$ cat config.mk
export PLATFORM = sky130hd
export DESIGN_NAME = pipelined_add_sub
export DESIGN_NICKNAME = d
export VERILOG_FILES = /design/src/rtl/pipelined_add_sub.sv
export SDC_FILE = /design/constraint.sdc
export NUM_CORES = 1
export LEC_CHECK = 0
export CAP_MARGIN = 0
export CORE_ASPECT_RATIO = 1.75
export CORE_UTILIZATION = 40
export CTS_BUF_LIST = sky130_fd_sc_hd__clkbuf_8
export CTS_CLUSTER_SIZE = 14
export DETAILED_ROUTE_END_ITERATION = 7
export DONT_BUFFER_PORTS = 1
export GPL_ROUTABILITY_DRIVEN = 0
export HOLD_SLACK_MARGIN = 0.03
export PLACE_DENSITY = 0.56
export SYNTH_ARGS = -nofsm -noshare
export SYNTH_HDL_FRONTEND = slang
export SYNTH_SLANG_ARGS = --single-unit
export TNS_END_PERCENT = 10
$ cat constraint.sdc
create_clock -name clk -period 6.3 [get_ports clk]
set_input_delay 0.63 -clock clk [delete_from_list [all_inputs] [get_ports clk]]
set_output_delay 0.63 -clock clk [all_outputs]
set_load 0.02 [all_outputs]
$ cat src/rtl/pipelined_add_sub.sv
// rtl/pipelined_add_sub.sv - pipelined chunked-carry adder/subtractor with valid/ready handshake
module pipelined_add_sub #(
    parameter int N      = 32,
    parameter int STAGES = 4
) (
    input  logic         clk,
    input  logic         rst_n,
    input  logic         in_valid,
    output logic         in_ready,
    input  logic [N-1:0] a,
    input  logic [N-1:0] b,
    input  logic         cin,
    input  logic         sub,
    output logic         out_valid,
    input  logic         out_ready,
    output logic [N-1:0] sum,
    output logic         cout,
    output logic         ovf
);

    localparam int CHUNK = N / STAGES;
    localparam int LAST  = STAGES - 1;

    // Per-stage registers: operands travel with the beat, sum chunks fill in as they resolve.
    logic [STAGES-1:0] v_q;
    logic [STAGES-1:0] c_q;
    logic [N-1:0]      a_q [STAGES];
    logic [N-1:0]      b_q [STAGES];
    logic [N-1:0]      s_q [STAGES];
    logic              ovf_q;

    logic [STAGES-1:0] v_i;
    logic [STAGES-1:0] c_i;
    logic [STAGES-1:0] c_n;
    logic [N-1:0]      a_i [STAGES];
    logic [N-1:0]      b_i [STAGES];
    logic [N-1:0]      s_i [STAGES];
    logic [N-1:0]      s_n [STAGES];
    logic [CHUNK:0]    part;
    logic              ovf_n;

    always_comb begin
        v_i  = '0;
        c_i  = '0;
        c_n  = '0;
        part = '0;
        for (int k = 0; k < STAGES; k++) begin
            a_i[k] = '0;
            b_i[k] = '0;
            s_i[k] = '0;
            s_n[k] = '0;
        end

        // Stage 0 sees the incoming beat; subtraction folds into a + ~b + 1.
        a_i[0] = a;
        b_i[0] = sub ? ~b : b;
        c_i[0] = sub | cin;
        v_i[0] = in_valid;
        for (int k = 1; k < STAGES; k++) begin
            a_i[k] = a_q[k-1];
            b_i[k] = b_q[k-1];
            s_i[k] = s_q[k-1];
            c_i[k] = c_q[k-1];
            v_i[k] = v_q[k-1];
        end

        for (int k = 0; k < STAGES; k++) begin
            part = {1'b0, a_i[k][k*CHUNK +: CHUNK]} + {1'b0, b_i[k][k*CHUNK +: CHUNK]}
                 + {{CHUNK{1'b0}}, c_i[k]};
            s_n[k] = s_i[k];
            s_n[k][k*CHUNK +: CHUNK] = part[CHUNK-1:0];
            c_n[k] = part[CHUNK];
        end

        ovf_n = (a_i[LAST][N-1] == b_i[LAST][N-1]) && (s_n[LAST][N-1] != a_i[LAST][N-1]);
    end

    // Bubbles advance valid bits only, so data registers keep their last real beat.
    always_ff @(posedge clk or negedge rst_n) begin
        if (!rst_n) begin
            v_q   <= '0;
            c_q   <= '0;
            ovf_q <= 1'b0;
            for (int k = 0; k < STAGES; k++) begin
                a_q[k] <= '0;
                b_q[k] <= '0;
                s_q[k] <= '0;
            end
        end else if (in_ready) begin
            v_q <= v_i;
            for (int k = 0; k < STAGES; k++) begin
                if (v_i[k]) begin
                    a_q[k] <= a_i[k];
                    b_q[k] <= b_i[k];
                    s_q[k] <= s_n[k];
                    c_q[k] <= c_n[k];
                end
            end
            if (v_i[LAST]) begin
                ovf_q <= ovf_n;
            end
        end
    end

    assign in_ready  = !v_q[LAST] || out_ready;
    assign out_valid = v_q[LAST];
    assign sum       = s_q[LAST];
    assign cout      = c_q[LAST];
    assign ovf       = ovf_q;

endmodule

==> impl_metrics.ini <==
[run_status]
outcome = complete, but fails checks
violations = design-rule violations

[placement]
dp_cells = 875
hpwl_mm = 10.4
portBuffers = 0

[worst_setup_path]
critPathKind = reg2reg
start_kind = register
r2r-start = v_q[3]
critical-path-max-stage-delay_ps = 570
end_kind = register
crit_family = simple AND/OR/NAND/NOR gates
crit_chain = nand2b_1 > buf_4 > nand2_2 > and2_1 > a41o_1
cp_max_fo = 41
r2r-end = sum[28]
required_ps = 6660
cpMaxStageDelayCell = nand2_2
arrival_ps = 2870
r2r_slack_ps = 3790
rr_worst_depth = 5
path_buf_inv = 1

[pwr]
power_leakage_nw = 3.92
power_mw = 4.64
p_seq_share_pct = 46.7
p_clk_share_pct = 15.8
switching_share_pct = 36.8
combPwrFrac_pct = 37.5
intPower_mw = 2.93
power_density_mw_per_mm2 = 520
irDropWorstVdd_mv = 0.187
power.switching_mw = 1.71

[sta]
tightest_slew_ps = 1170
finClkSkew_ps = 13.6
tns_ps = 0
hold_slack_ps = 172
slew_violations = 0
rsz0062_at_grt = no
final_hold_viol_count = 0
setup_viol = 0
slew_headroom_pct = 21.8
fmax_mhz = 398
finalCritPeriodShare_pct = 39.9
fin_crit_ps = 2510

[drt]
final_antenna_net_count = 0
vias = 4658
postRouteWirelength_mm = 15.5
vias_per_cell = 5.14
drt_pass1_iterations = 8
wire_per_inst_um = 17.1
drt_iter0_drc = 153
drcViolationCount = 7

[floorplanning]
die_area_mm2 = 0.0216
core-area_mm2 = 0.0205
die_y_um = 194
io_pins = 106
initial_core_util_pct = 41.1
die_w_um = 112
rows = 69

[global_routing]
grt_pass1_vias = 5061
grt_use_total_pct = 15.6
grt_pass1_wl_mm = 26.0
antenna_found_initial = 0
grt_max_degree = 186
overflow = 0

[synth]
ys_seq_area_share_pct = 55.1
synth_edf_count = 0
ys_ff_latch = 185
yosysWarnings = 0
syn_inst = 655
syn_area_per_cell_um2 = 12.8
mappedNetlistArea_mm2 = 0.00841
synthDistinctLibCells = 39
synth_ff_type = dfrtp_1
synthArstFlopShare_pct = 100
syn-num-nets = 761

[clock_network]
root_buffer = clkbuf_8
clk_latency_ps = 470
cts_setup_buffers = 0
postCtsHoldBufs = 1
cts_resized = 0
tritoncts = yes
h-tree-depth = 4
clk_path_buf_depth = 2
cts-buffers-inserted = 17
clk_pin_slew_worst_paths_ps = 100
clkSinkCount = 185

[finish]
diodes = 0
fin_nets = 753
seq_area_mm2 = 0.00463
nFillCells = 1963
final_cells = 906
layout_commonest_cell = dfrtp_1
multi_input_area_mm2 = 0.00354
drive_gt1_share_pct = 25.7
syn_to_final_growth_pct = 6.10
final_cell_mix = 185 x dfrtp_1, 121 x mux2_2, 59 x o21ai_0
post-route-util_pct = 43.6

[hold_path]
hp-class = in2async

[flow_run]
maxCapViolCount = 0
flip-flops by register name, summed over array words and instances (netlist names):
register,count
a_i,48
c_q,4
s_i,48
b_i,48
v_q,4
ovf,1
sum,32
cells by family (layout without fill, tap and decap cells):
kind of cell	Yosys count	count (layout)	synth area share, %
AO/OA/AOI/OAI	112	112	8.14
XOR/XNOR	53	53	5.52
adder cells (fa/ha/maj)	36	36	6.07
buffers and inverters	43	46	2.98
flip-flops	185	185	55.1
multiplexers	126	126	17.1
AND/OR/NAND/NOR	100	100	5.13
power groups by stage:
| stage | sequential [mW] | combinational [mW] | clock [mW] |
|---|---|---|---|
| final | 2.17 | 1.74 | 0.731 |
| after global routing | 2.25 | 1.96 | 0.804 |
| after CTS | 2.19 | 1.77 | 0.764 |
| after detailed placement | 2.21 | 1.74 | 0 |
| after global placement | 2.19 | 1.68 | 0 |
| after floorplan | 2.08 | 1.49 | 0 |
metal layers:
layer  routed length, um  share of wire, %  global-route usage (%)
met1                6300                41                    17.7
met2                8280                53                    27.3
met3                 662               4.3                    4.44
met4                 280               1.8                    6.31
met5                   0                 0                       0
worst max path at each step:
stage	startpoint	endpoint	slack (ps)	cells after the start
after global routing	v_q[3]	c_q[2]	3590	4
final	v_q[3]	sum[28]	3790	5
after floorplan	sub	s_i[70]	3560	11
after global placement	out_ready	sum[28]	3590	5
after detailed placement	out_ready	sum[28]	3550	5
after CTS	v_q[3]	sum[28]	3720	5
cells in the mapped netlist, drive strengths merged (2+ instances only):
cell / n / area (um^2)
o211ai: 2 / 15.0
nor2: 12 / 45.0
fa: 8 / 160
xor2: 27 / 236
clkbuf: 4 / 15.0
a31oi: 4 / 31.3
o21bai: 4 / 30.0
dfrtp: 185 / 4630
nand2b: 7 / 43.8
xnor2: 26 / 228
o21a: 2 / 15.0
buf: 26 / 186
inv: 13 / 48.8
mux2: 126 / 1440
nor3: 10 / 50.1
a21oi: 18 / 90.1
o2111ai: 2 / 17.5
nand2: 62 / 240
nand3: 4 / 20.0
and2: 2 / 12.5
a211oi: 6 / 50.1
o31ai: 7 / 76.3
a41o: 2 / 20.0
ha: 28 / 350
a21o: 4 / 30.0
o21ai: 61 / 309
final cells by class:
| type | instances | share of cell area [%] |
|---|---|---|
| Sequential cell | 185 | 51.9 |
| Multi-Input combinational cell | 427 | 39.6 |
| Tap cell | 248 | 3.48 |
| Clock buffer | 18 | 2.78 |
| Clock inverter | 12 | 1.19 |
| Inverter | 13 | 0.547 |
| Timing Repair Buffer | 3 | 0.477 |
metrics by stage:
step	setup slack [ps]	cell area (um^2)
final	3790	8920
after global routing	3590	8920
after CTS	3720	8920
after detailed placement	3550	8540
after global placement	3590	8540
after floorplan	3560	8410
No activity file was read; power rests on OpenSTA's default activity.
